<file path="config.mk">
export PLATFORM = sky130hd
export DESIGN_NAME = regfile_write_bank
export DESIGN_NICKNAME = d
export VERILOG_FILES = /design/src/rtl/regfile_pkg.sv /design/src/rtl/decoder5to32.sv /design/src/rtl/regfile_write_bank.sv
export SDC_FILE = /design/constraint.sdc
export NUM_CORES = 2
export LEC_CHECK = 0
export BUFFER_PORTS_ARGS = -buffer_cell sky130_fd_sc_hd__buf_2
export CAP_MARGIN = 10
export CORE_AREA = 5 5 429 431
export CTS_CLUSTER_DIAMETER = 120
export CTS_CLUSTER_SIZE = 12
export DETAILED_ROUTE_END_ITERATION = 7
export DIE_AREA = 0 0 434 436
export GPL_TIMING_DRIVEN = 0
export PLACE_DENSITY = 0.4
export SETUP_SLACK_MARGIN = 0.05
export SKIP_LAST_GASP = 1
export SYNTH_ARGS = -nofsm -noshare
export SYNTH_HDL_FRONTEND = slang
export SYNTH_SLANG_ARGS = --single-unit
</file>
<file path="constraint.sdc">
create_clock -name clk -period 1.6 [get_ports clk]
set_clock_uncertainty 0.05 [all_clocks]
set_input_delay 0.24 -clock clk [delete_from_list [all_inputs] [get_ports clk]]
set_output_delay 0.24 -clock clk [all_outputs]
set_load 0.1 [all_outputs]
</file>
<file path="src/rtl/regfile_pkg.sv">
// Shared constants and types for the register file write side.
package regfile_pkg;

  localparam int REG_COUNT  = 32;
  localparam int REG_ADDR_W = 5;

  typedef logic [REG_ADDR_W-1:0] reg_addr_t;

endpackage

</file>
<file path="src/rtl/decoder5to32.sv">
// Enabled 5-to-32 one-hot decoder; the inverse of the 32:1 read mux.
module decoder5to32
  import regfile_pkg::*;
(
  input  logic                 ena,
  input  reg_addr_t            in,
  output logic [REG_COUNT-1:0] out
);

  always_comb begin
    // NOTE: default assignment first so no path through this block can infer a latch.
    out = '0;
    if (ena) out[in] = 1'b1;
  end

endmodule

</file>
<file path="src/rtl/regfile_write_bank.sv">
// Write side of the 32-entry register file with a per-register busy scoreboard.
// Register 0 is constant zero and never busy.
module regfile_write_bank
  import regfile_pkg::*;
#(
  parameter int N = 32
) (
  input  logic                   clk,
  input  logic                   rst,
  input  logic                   wr_ena,
  input  reg_addr_t              wr_addr,
  input  logic [N-1:0]           wr_data,
  input  logic                   rsv_ena,
  input  reg_addr_t              rsv_addr,
  output logic [REG_COUNT*N-1:0] regs_out,
  output logic [REG_COUNT-1:0]   busy,
  output logic [15:0]            wr_count
);

  logic [REG_COUNT-1:0] wr_sel;
  logic [REG_COUNT-1:0] rsv_sel;
  logic                 commit;
  logic                 unused_sel0;

  decoder5to32 u_wr_dec (
    .ena (wr_ena),
    .in  (wr_addr),
    .out (wr_sel)
  );

  decoder5to32 u_rsv_dec (
    .ena (rsv_ena),
    .in  (rsv_addr),
    .out (rsv_sel)
  );

  // Selecting register 0 is a legal no-op, so that decode line goes nowhere.
  assign unused_sel0 = wr_sel[0] | rsv_sel[0];
  assign commit      = |wr_sel[REG_COUNT-1:1];

  assign regs_out[0 +: N] = '0;
  assign busy[0]          = 1'b0;

  for (genvar i = 1; i < REG_COUNT; i++) begin : g_reg
    logic [N-1:0] q;
    logic         b;

    // NOTE: sequential state uses non-blocking assignments so every register samples pre-edge values.
    always_ff @(posedge clk) begin
      if (rst)            q <= '0;
      else if (wr_sel[i]) q <= wr_data;
    end

    // A reservation in the same cycle as the write-back belongs to a new producer, so it wins.
    always_ff @(posedge clk) begin
      if (rst)             b <= 1'b0;
      else if (rsv_sel[i]) b <= 1'b1;
      else if (wr_sel[i])  b <= 1'b0;
    end

    assign regs_out[i*N +: N] = q;
    assign busy[i]            = b;
  end

  always_ff @(posedge clk) begin
    if (rst)         wr_count <= '0;
    else if (commit) wr_count <= wr_count + 16'd1;
  end

endmodule

</file>
==> metrics.txt <==
status finished, violations left; failing checks setup timing; most numerous cell in the Yosys netlist nand2_1; DRT iter0 DRCs between 2000 and 3000; All-Layer GR Usage 24.5%; maxcap violations 0; pwr/cell area 792 nW/µm²; Max Freq 0.605 GHz; RSZ-0062 raised after global routing true; DR vias 38800; Max Buffers Root-to-Sink 3; biggest cell delay along the critical path between 300 and 400 ps; CTS sink count 1039; crit path launch type flip-flop; CTS tree yes; Post-Syn Area 37300 µm²; DRC 0; Leakage roughly 24 nW; largest area contributor in the synthesized netlist dfxtp_1; area grow syn2layout 82.3%; chip width between 400 and 500 µm; die area 189000 µm²; crit share post-route 103%; Placed Area ~46000 µm²; post-synth cell types 44; Fillers approximately 18000; Post-synth top flop dfxtp_1; row cnt approximately 160; Final Core Density 37.8%; synthesized area per cell 7.90 µm²; Critical Setup Path Class reg2out; CTS Buf Count about 100; Critical Path Sink Type primary output; I/O pin total 1118; non-filler instance count after layout 8552; first-pass GRT wire length 320000 µm; share of cells above drive strength 1 between 40 and 50%; antenna violation net count after detailed routing 0; Final nets 6202; clock-pin slew on the worst setup and hold paths 60 ps; worst min-delay path category in2reg; worst path arrival time between 1000 and 1500 ps; dominant cells by area after synthesis dfxtp_1 56%, nand2_1 20%, a21oi_1 13%, clkbuf_1 2.8%, buf_4 2.1%; worst skew pair latency between 700 and 800 ps; gp weighted congestion approximately 0.87; worst setup slack after placement -1680 ps; post-DP HPWL ~180000 µm; Seq. cell area 22500 µm²; CP required 1310 ps; Synth top cells by count 2020 x nand2_1, 1039 x dfxtp_1, 998 x a21oi_1, 275 x clkbuf_1, 103 x buf_4; Yosys reg bits 1039; sequential fraction of the synthesis area 55.8%; Synth top area share 55.8%; multi-input logic area 14300 µm²; fin. max-slew vios 0; number of synthesized flops with an enable pin 0; clock tree root buffer cell clkbuf_16; dominant delay contributor by cell family on the critical path flip-flops; chip height between 400 and 500 µm; DRT Pass-1 Iters 5; Max IR drop VDD a little over 0.0008 V; DR vias/cell 4.54; cell count after synthesis 4721; Worst Slack Setup Final -52.2 ps; port bufs 1081; Synth warnings 0; Core ar. 180000 µm²; Period minus WS final between 1500 and 2000 ps; final hold violation count 0; initial antenna violation count 40; cells along the critical path buf_6, buf_12; total gr overflow 0; CP Max Fanout 2; Initial Utilization 20.8%; Final setup viols 14; # placed instances 8211; design area 68000 µm²; largest net degree at the start of global routing 14; ys async rst share 0%; WP buf/inv 2; actual slew at the worst max-slew pin 1240 ps; routed len/inst 28.5 µm; number of global-route vias before repair 36000; max_slew headroom 17.4%; final wirelength around 240000 µm; H-tree levels 3; slowest CP cell dfxtp_2
==> tightest hold or removal path: cells and delay by family <==
family	cells	cell delay [ps]
buffers and inverters	2	430
AND/OR/NAND/NOR	1	80
AO/OA/AOI/OAI	1	50
==> stage by stage <==
| stage | power [W] | hold slack [ps] | TNS (ps) |
|---|---|---|---|
| floorplan | 0.0297 | 326 | -125 |
| global placement | 0.0317 | 389 | -1603220 |
| detailed placement | 0.0317 | 393 | -1065660 |
| CTS | 0.0545 | 6.09 | -80700 |
| global route | 0.0555 | 42.9 | -31040 |
| finish | 0.0539 | 84.2 | -206 |
==> flip-flops by register name, summed over array words and instances, names as in the netlist <==
name and cells:
g.b 31, g.q 992, wr_count 16
==> final timing paths <==
| kind | startpoint | to | slack, ps | cells after the start |
|---|---|---|---|---|
| worst max-delay path | g_reg[13].b$_SDFFE_PP0P_ | busy[13] | -50 | 2 |
| worst max register to register | wr_count[0]$_SDFFE_PP0P_ | wr_count[15]$_SDFFE_PP0P_ | -10 | 5 |
| worst min-delay path | wr_data[14] | g_reg[12].q[14]$_SDFFE_PP0P_ | 80 | 4 |
| worst min register to register | g_reg[28].q[8]$_SDFFE_PP0P_ | g_reg[28].q[8]$_SDFFE_PP0P_ | 420 | 2 |
==> power breakdown <==
part           total, W  leakage [nW]  switching [W]  internal [W]
logic           0.00580          14.1        0.00442       0.00139
registers        0.0261          8.95       0.000225        0.0258
clock network    0.0220          1.29         0.0108        0.0113
total            0.0539          24.3         0.0154        0.0385
==> cells in the final DEF (no fill, tap or decap), types with 15 or more instances in the layout <==
master	count
a21oi_1	994
a22oi_1	31
buf_12	1043
buf_2	85
buf_4	268
buf_6	56
clkbuf_1	197
clkbuf_16	100
clkbuf_2	76
conb_1	33
dfxtp_2	879
dfxtp_4	159
diode_2	15
dlygate4sd3_1	42
nand2_1	1994
nand2_2	18
nor2_1	42
nor2_4	23
==> cell families after synthesis <==
| kind of cell | after synthesis | synth area share, % |
|---|---|---|
| AND/OR/NAND/NOR | 2148 | 22.7 |
| adder cells (fa/ha/maj) | 1 | 0.0335 |
| multiplexers | 1 | 0.0268 |
| other | 1 | 0.0101 |
| flip-flops | 1039 | 55.8 |
| XOR/XNOR | 7 | 0.164 |
| AO/OA/AOI/OAI | 1047 | 14.3 |
| buffers and inverters | 477 | 6.99 |
==> area by class of cell <==
cell class              count  share of cell area, %
plain buffers             444                   3.67
well taps                2370                   4.36
clock inverters             7                  0.127
diodes                     15                 0.0552
repair buffers           1332                   34.0
inverters                   2                 0.0110
multi-input cells        3238                   21.0
clock buffers             105                   3.72
flip-flops and latches   1039                   33.1
==> routing by layer <==
layer	share of wire (%)	GRT usage, %	vias up
met5	0.011	0	-
met4	4.9	10.1	4
met3	6.8	5.16	368
met2	49	42.8	1528
met1	39	29.1	19000
li1	-	-	17900
==> repair_timing <==
| action | CTS | global route |
|---|---|---|
| cloned | 0 | 1 |
| pin swaps | 0 | 9 |
| setup buffers | 75 | 127 |
| hold buffers | 43 | 0 |
| endpoints found under the hold margin | 82 | 0 |
| endpoints found under the setup margin | 1917 | 1682 |
| gates resized for setup | 4674 | 867 |
Power figures use the tool's default switching activity.
